`config.mk`:
```
export PLATFORM = sky130hd
export DESIGN_NAME = uart_cmd_resp_flat
export DESIGN_NICKNAME = d
export VERILOG_FILES = /design/src/rtl/uart_cmd_resp_if.sv /design/src/rtl/uart_cmd_resp.sv /design/src/flat_wrapper.sv
export SDC_FILE = /design/constraint.sdc
export NUM_CORES = 1
export LEC_CHECK = 0
export ABC_AREA = 0
export CORE_ASPECT_RATIO = 0.9
export CORE_MARGIN = 2
export CORE_UTILIZATION = 35
export CTS_CLUSTER_SIZE = 16
export DETAILED_ROUTE_END_ITERATION = 7
export PLACE_DENSITY = 0.52
export SLEW_MARGIN = 20
export SYNTH_ARGS = -nofsm -noshare
export SYNTH_HDL_FRONTEND = slang
export SYNTH_SLANG_ARGS = --single-unit
```
`constraint.sdc`:
```
create_clock -name clk -period 4.8 [get_ports clk]
set_clock_uncertainty 0.1 [all_clocks]
set_input_delay 0.72 -clock clk [delete_from_list [all_inputs] [get_ports clk]]
set_output_delay 0.72 -clock clk [all_outputs]
set_load 0.1 [all_outputs]
```
`src/rtl/uart_cmd_resp_if.sv`:
```
// rtl/uart_cmd_resp_if.sv - uart byte and flash req/ack bundle for uart_cmd_resp
//
// Groups the uart receive/transmit handshake and the flash access bus.
//   master : responder view (uart_cmd_resp drives tx_trig, data_tx, mem_*, err)
//   slave  : environment view (uart top / flash controller / test bench)
// Signals:
//   rx_flag, data_rx      received-byte flag and byte from the uart
//   busy                  uart transmitter busy
//   tx_trig, data_tx      transmit request and byte to the uart
//   mem_req, mem_we       flash access request, 1 = write
//   mem_addr, mem_wdata   24-bit byte address, write data
//   mem_ack, mem_rdata    one-cycle completion strobe, read data
//   err                   one-cycle error-response pulse
interface uart_cmd_resp_if;
  logic        rx_flag;
  logic [7:0]  data_rx;
  logic        busy;
  logic        tx_trig;
  logic [7:0]  data_tx;
  logic        mem_req;
  logic        mem_we;
  logic [23:0] mem_addr;
  logic [7:0]  mem_wdata;
  logic        mem_ack;
  logic [7:0]  mem_rdata;
  logic        err;

  modport master (
    input  rx_flag, data_rx, busy, mem_ack, mem_rdata,
    output tx_trig, data_tx, mem_req, mem_we, mem_addr, mem_wdata, err
  );

  modport slave (
    output rx_flag, data_rx, busy, mem_ack, mem_rdata,
    input  tx_trig, data_tx, mem_req, mem_we, mem_addr, mem_wdata, err
  );
endinterface

```
`src/rtl/uart_cmd_resp.sv`:
```
// rtl/uart_cmd_resp.sv - uart command parser and 3-byte responder for flash byte access
//
// Parses HDR_CMD, CMD, A2, A1, A0, [DATA], CHK frames from the uart receiver,
// performs one flash byte read/write over a req/ack bus, and answers with
// HDR_RSP, STATUS, DATA through the uart transmitter handshake.
// Optional build macro UART_CMD_TIMEOUT_EN: abandon a partial frame after
// TIMEOUT_CYC clk of inter-byte silence.
// Ports:
//   clk    system clock (shared with the uart top)
//   rst_n  asynchronous active-low reset
//   bus    uart_cmd_resp_if.master (uart byte handshake + flash req/ack)
module uart_cmd_resp #(
  parameter int         TIMEOUT_CYC = 5000000,
  parameter logic [7:0] HDR_CMD     = 8'hA5,
  parameter logic [7:0] HDR_RSP     = 8'h5A
) (
  input  logic            clk,
  input  logic            rst_n,
  uart_cmd_resp_if.master bus
);

  localparam logic [3:0] S_IDLE     = 4'd0;
  localparam logic [3:0] S_CMD      = 4'd1;
  localparam logic [3:0] S_A2       = 4'd2;
  localparam logic [3:0] S_A1       = 4'd3;
  localparam logic [3:0] S_A0       = 4'd4;
  localparam logic [3:0] S_DATA     = 4'd5;
  localparam logic [3:0] S_CHK      = 4'd6;
  localparam logic [3:0] S_MEM      = 4'd7;
  localparam logic [3:0] S_RSP_LOAD = 4'd8;
  localparam logic [3:0] S_RSP_TRIG = 4'd9;
  localparam logic [3:0] S_RSP_WAIT = 4'd10;

  localparam logic [7:0] CMD_RD  = 8'h01;
  localparam logic [7:0] CMD_WR  = 8'h02;
  localparam logic [7:0] ST_OK   = 8'h00;
  localparam logic [7:0] ST_CHK  = 8'hE1;
  localparam logic [7:0] ST_BCMD = 8'hE2;

  logic [2:0]  rx_sync;   // [1:0] synchroniser, [2] previous value for edge detect
  logic        byte_vld;
  logic [7:0]  byte_q;
  logic [3:0]  state;
  logic [7:0]  cmd_q;
  logic [23:0] addr_q;
  logic [7:0]  wdata_q;
  logic [7:0]  chk_q;
  logic [7:0]  status_q;
  logic [7:0]  rdata_q;
  logic [1:0]  rsp_idx;
  logic        tx_trig_q;
  logic [7:0]  data_tx_q;
  logic        mem_req_q;
  logic        mem_we_q;
  logic        err_q;
  logic        to_hit;
  logic [7:0]  rsp_byte;
  logic        cmd_ok;

  assign cmd_ok = (cmd_q == CMD_RD) || (cmd_q == CMD_WR);

  // Byte strobe: one clk after the synchronised rising edge of rx_flag.
  always_ff @(posedge clk or negedge rst_n) begin
    if (!rst_n) begin
      rx_sync  <= 3'b000;
      byte_vld <= 1'b0;
      byte_q   <= 8'h00;
    end else begin
      rx_sync  <= {rx_sync[1:0], bus.rx_flag};
      byte_vld <= rx_sync[1] & ~rx_sync[2];
      if (rx_sync[1] & ~rx_sync[2]) byte_q <= bus.data_rx;
    end
  end

`ifdef UART_CMD_TIMEOUT_EN
  localparam logic [31:0] TO_LAST = 32'(TIMEOUT_CYC - 1);
  logic [31:0] to_cnt;
  logic        in_frame;

  assign in_frame = (state >= S_CMD) && (state <= S_CHK);
  // A byte strobe in the same cycle wins over the timeout.
  assign to_hit   = in_frame && !byte_vld && (to_cnt == TO_LAST);

  always_ff @(posedge clk or negedge rst_n) begin
    if (!rst_n)                            to_cnt <= 32'd0;
    else if (!in_frame || byte_vld || to_hit) to_cnt <= 32'd0;
    else                                   to_cnt <= to_cnt + 32'd1;
  end
`else
  // Timeout compiled out: partial frames wait indefinitely; TIMEOUT_CYC has no effect.
  assign to_hit = 1'b0 && (TIMEOUT_CYC > 0);
`endif

  always_comb begin
    rsp_byte = 8'h00;
    case (rsp_idx)
      2'd0:    rsp_byte = HDR_RSP;
      2'd1:    rsp_byte = status_q;
      2'd2:    rsp_byte = rdata_q;
      default: rsp_byte = 8'h00;
    endcase
  end

  always_ff @(posedge clk or negedge rst_n) begin
    if (!rst_n) begin
      state     <= S_IDLE;
      cmd_q     <= 8'h00;
      addr_q    <= 24'h000000;
      wdata_q   <= 8'h00;
      chk_q     <= 8'h00;
      status_q  <= 8'h00;
      rdata_q   <= 8'h00;
      rsp_idx   <= 2'd0;
      tx_trig_q <= 1'b0;
      data_tx_q <= 8'h00;
      mem_req_q <= 1'b0;
      mem_we_q  <= 1'b0;
      err_q     <= 1'b0;
    end else begin
      err_q <= 1'b0;
      if (to_hit) begin
        state <= S_IDLE;
      end else begin
        case (state)
          S_IDLE: if (byte_vld && byte_q == HDR_CMD) begin
            state    <= S_CMD;
            chk_q    <= 8'h00;
            rdata_q  <= 8'h00;   // DATA byte is 0 unless a read completes
            status_q <= ST_OK;
            rsp_idx  <= 2'd0;
          end
          S_CMD: if (byte_vld) begin
            cmd_q <= byte_q;
            chk_q <= byte_q;
            state <= S_A2;
          end
          S_A2: if (byte_vld) begin
            addr_q[23:16] <= byte_q;
            chk_q         <= chk_q ^ byte_q;
            state         <= S_A1;
          end
          S_A1: if (byte_vld) begin
            addr_q[15:8] <= byte_q;
            chk_q        <= chk_q ^ byte_q;
            state        <= S_A0;
          end
          S_A0: if (byte_vld) begin
            addr_q[7:0] <= byte_q;
            chk_q       <= chk_q ^ byte_q;
            state       <= (cmd_q == CMD_WR) ? S_DATA : S_CHK;
          end
          S_DATA: if (byte_vld) begin
            wdata_q <= byte_q;
            chk_q   <= chk_q ^ byte_q;
            state   <= S_CHK;
          end
          S_CHK: if (byte_vld) begin
            if (byte_q != chk_q) begin
              status_q <= ST_CHK;
              err_q    <= 1'b1;
              state    <= S_RSP_LOAD;
            end else if (!cmd_ok) begin
              status_q <= ST_BCMD;
              err_q    <= 1'b1;
              state    <= S_RSP_LOAD;
            end else begin
              mem_req_q <= 1'b1;
              mem_we_q  <= (cmd_q == CMD_WR);
              state     <= S_MEM;
            end
          end
          S_MEM: if (bus.mem_ack) begin
            mem_req_q <= 1'b0;
            if (!mem_we_q) rdata_q <= bus.mem_rdata;
            status_q  <= ST_OK;
            state     <= S_RSP_LOAD;
          end
          // tx_trig is raised together with the load so it is high in RSP_TRIG.
          S_RSP_LOAD: if (!bus.busy) begin
            data_tx_q <= rsp_byte;
            tx_trig_q <= 1'b1;
            state     <= S_RSP_TRIG;
          end
          S_RSP_TRIG: if (bus.busy) begin
            tx_trig_q <= 1'b0;
            state     <= S_RSP_WAIT;
          end
          S_RSP_WAIT: if (!bus.busy) begin
            if (rsp_idx == 2'd2) begin
              state <= S_IDLE;
            end else begin
              rsp_idx <= rsp_idx + 2'd1;
              state   <= S_RSP_LOAD;
            end
          end
          default: state <= S_IDLE;
        endcase
      end
    end
  end

  assign bus.tx_trig   = tx_trig_q;
  assign bus.data_tx   = data_tx_q;
  assign bus.mem_req   = mem_req_q;
  assign bus.mem_we    = mem_we_q;
  assign bus.mem_addr  = addr_q;
  assign bus.mem_wdata = wdata_q;
  assign bus.err       = err_q;

endmodule
```
`src/flat_wrapper.sv`:
```
// flat-port wrapper written by rule: the top's interface ports become plain ports
module uart_cmd_resp_flat 
#(
  parameter int         TIMEOUT_CYC = 5000000,
  parameter logic [7:0] HDR_CMD     = 8'hA5,
  parameter logic [7:0] HDR_RSP     = 8'h5A
)
  (clk, rst_n, bus_rx_flag, bus_data_rx, bus_busy, bus_mem_ack, bus_mem_rdata, bus_tx_trig, bus_data_tx, bus_mem_req, bus_mem_we, bus_mem_addr, bus_mem_wdata, bus_err);
  uart_cmd_resp_if bus_i ();
  input  logic clk;
  input  logic rst_n;
  input wire logic [$bits(bus_i.rx_flag)-1:0] bus_rx_flag;
  input wire logic [$bits(bus_i.data_rx)-1:0] bus_data_rx;
  input wire logic [$bits(bus_i.busy)-1:0] bus_busy;
  input wire logic [$bits(bus_i.mem_ack)-1:0] bus_mem_ack;
  input wire logic [$bits(bus_i.mem_rdata)-1:0] bus_mem_rdata;
  output wire logic [$bits(bus_i.tx_trig)-1:0] bus_tx_trig;
  output wire logic [$bits(bus_i.data_tx)-1:0] bus_data_tx;
  output wire logic [$bits(bus_i.mem_req)-1:0] bus_mem_req;
  output wire logic [$bits(bus_i.mem_we)-1:0] bus_mem_we;
  output wire logic [$bits(bus_i.mem_addr)-1:0] bus_mem_addr;
  output wire logic [$bits(bus_i.mem_wdata)-1:0] bus_mem_wdata;
  output wire logic [$bits(bus_i.err)-1:0] bus_err;
  assign bus_i.rx_flag = bus_rx_flag;
  assign bus_i.data_rx = bus_data_rx;
  assign bus_i.busy = bus_busy;
  assign bus_i.mem_ack = bus_mem_ack;
  assign bus_i.mem_rdata = bus_mem_rdata;
  assign bus_tx_trig = bus_i.tx_trig;
  assign bus_data_tx = bus_i.data_tx;
  assign bus_mem_req = bus_i.mem_req;
  assign bus_mem_we = bus_i.mem_we;
  assign bus_mem_addr = bus_i.mem_addr;
  assign bus_mem_wdata = bus_i.mem_wdata;
  assign bus_err = bus_i.err;
  uart_cmd_resp #(.TIMEOUT_CYC(TIMEOUT_CYC), .HDR_CMD(HDR_CMD), .HDR_RSP(HDR_RSP)) u_core (.clk(clk), .rst_n(rst_n), .bus(bus_i));
endmodule
```
==> results.cfg <==
[sta]
setup_viol = 0
max_freq_ghz = 0.367
slew_viol_final = 0
hold_viol_final = 0
worst_slew_pin_slew_ns = 1.00
hold_slack_ns = 0.252
setup_tns_ns = 0
min_period_over_period_pct = 56.7
setup_ws_ns = 2.08
min_period_ns = 2.72
maxSlewHeadroom_pct = 32.8
grt_setup_unrepaired = no

[floorplan]
die_h_um = 106
io_pins = 65
rows = 37
dieWidth_um = 118
start_util_pct = 35.8
core_um2 = 11400
dieArea_um2 = 12500

[synth]
syn_inst = 367
synth-async-reset-ratio_pct = 100
yosysSeqAreaShare_pct = 54.6
yosysTopAreaCell = dfrtp_1
ys_types = 48
synth_area_leaders = dfrtp_1 55%, mux2_2 13%, o21ai_0 4.7%
synth_warnings = 0
syn_area_um2 = 4080
synth-seq-cells = 89
yosysTopAreaCellShare_pct = 54.6
syn-num-nets = 392
yosys_most_used_dff = dfrtp_1
synth_edf_count = 0
avgSynthCellArea_um2 = 11.1

[worst_setup_path]
worstReg2RegStart = u_core.state[1]$_DFFE_PN0P_
worstSetupEndpointType = output pin
slowest_stage = clkdlybuf4s50_1
reg2reg_depth = 5
path_cells = clkdlybuf4s50_1
path_class = reg -> out
cp.required_ns = 3.98
startpoint_type = register
reg2reg_slack_ns = 2.28
crit_buf_inv = 1
critPathTopFamily = buffers and inverters
cp_slowest_stage_delay_ns = 1.16
r2r_end = u_core.chk_q[5]$_DFFE_PN0P_
cp_max_fo = 3
cp.arrival_ns = 1.90

[min_path]
whs_path_depth = 0
holdPathEnd = u_core.rx_sync[1]$_DFF_PN0_
min_from = u_core.rx_sync[0]$_DFF_PN0_
hold_class = reg -> reg

[layout]
drive_gt1_share_pct = 17.2
final_cell_mix = 89 x dfrtp_1, 63 x clkdlybuf4s50_1, 48 x mux2_2, 38 x o21ai_0, 27 x nor2_1
final_common_cell = dfrtp_1
diodes = 0
final_nets = 439
area_growth_pct = 25.6
final_cell_count_no_fill = 574
n_fill_cell = 1110

[drt]
vias_per_cell = 5.07
drt_first_iter_violations = 132
ant_nets = 0
wl_um = 9170
drc_errors = 0
firstDrtPassIters = 4
wl_per_cell_um = 16.0
vias = 2910

[placement]
hpwlAfterDp_um = 6130
dp.cells = 559
dp_slack_ns = 1.99
routabilityCongestion = 0.792
port_buffers = 64

[clocking]
post_cts_buffers = 0
cts_resized = 0
cts-root-buf = clkbuf_16
cts.path.max_buffers = 2
cts_tree = done
worstSkewPairLatency_ns = 0.34
cts_hold_buffers = 0
htree_num_levels = 3
numCtsBuffers = 9
clk_pin_slew_ns = 0.06
cts_sinks = 89

[run]
cap_violations = 0

[global_route]
grt_overflow = 0
grt_pass1_wl_um = 15400
grt_max_degree = 47
first_global_vias = 2901
grtUsageTotal_pct = 15.6
antenna_found_initial = 0

[status]
status = finished, final reports clean
-- metrics by stage --
step                      area (um^2)  utilization (%)
after global routing             5120             45.0
final                            5120             45.0
after CTS                        5110             44.9
after detailed placement         4810             42.2
after floorplan                  4080                -
after global placement           4810             42.2
-- kinds of logic after synthesis --
kind of cell    count (synthesis)  synth area share [%]
compound gates                 85                  13.6
xor+xnor                       10                  2.15
fa+ha+maj                       4                  1.23
buf+inv                        43                  4.02
flops                          89                  54.6
mux                            48                  13.2
simple gates                   88                  11.2
-- area by class of cell --
class / instances / area, um^2 / area share [%]
Clock inverter: 5 / 63.8 / 1.25
Clock buffer: 10 / 239 / 4.66
Multi-Input combinational cell: 235 / 1700 / 33.2
Sequential cell: 89 / 2230 / 43.5
Timing Repair Buffer: 65 / 646 / 12.6
Inverter: 14 / 52.6 / 1.03
Tap cell: 156 / 195 / 3.81
-- registers in the layout, summed over array words and instances (netlist names) --
signal / flops
u_core.bus.mem_wdata: 8
u_core.bus.mem_we: 1
u_core.bus.err: 1
u_core.bus.tx_trig: 1
u_core.bus.mem_req: 1
u_core.rx_sync: 3
u_core.bus.mem_addr: 24
u_core.byte_vld: 1
u_core.bus.data_tx: 8
u_core.chk_q: 8
u_core.rsp_idx: 2
u_core.status_q: 3
u_core.state: 4
u_core.rdata_q: 8
u_core.cmd_q: 8
u_core.byte_q: 8
-- worst max-delay path by stage --
stage / start / to / cells after the start
after global routing: u_core.bus.mem_we$_DFFE_PN0P_ / bus_mem_we / 1
after global placement: bus_mem_ack / u_core.rdata_q[2]$_DFFE_PN0P_ / 4
final: u_core.bus.mem_we$_DFFE_PN0P_ / bus_mem_we / 1
after detailed placement: bus_mem_ack / u_core.rdata_q[5]$_DFFE_PN0P_ / 4
after CTS: u_core.bus.mem_we$_DFFE_PN0P_ / bus_mem_we / 1
after floorplan: u_core.cmd_q[5]$_DFFE_PN0P_ / u_core.state[3]$_DFFE_PN0P_ / 6
-- synth_stat cells (5+ instances only) --
cell,number
a21oi_1,7
clkbuf_1,24
dfrtp_1,89
inv_1,14
mux2_2,48
nand2_1,16
nand2b_1,5
nand3_1,12
nor2_1,27
o21ai_0,38
o31ai_1,10
xnor2_1,8
-- routing by layer --
metal  vias up  wire length [um]  GRT usage (%)
li1       1395                 -              -
met1      1438              4480           21.3
met2        69              4090           23.8
met3         8               499           4.88
met4         0                91           4.82
met5         -                 0              0
Power is not shown: default switching activity piles up to over one toggle a cycle in this logic, so the estimate is an artifact.
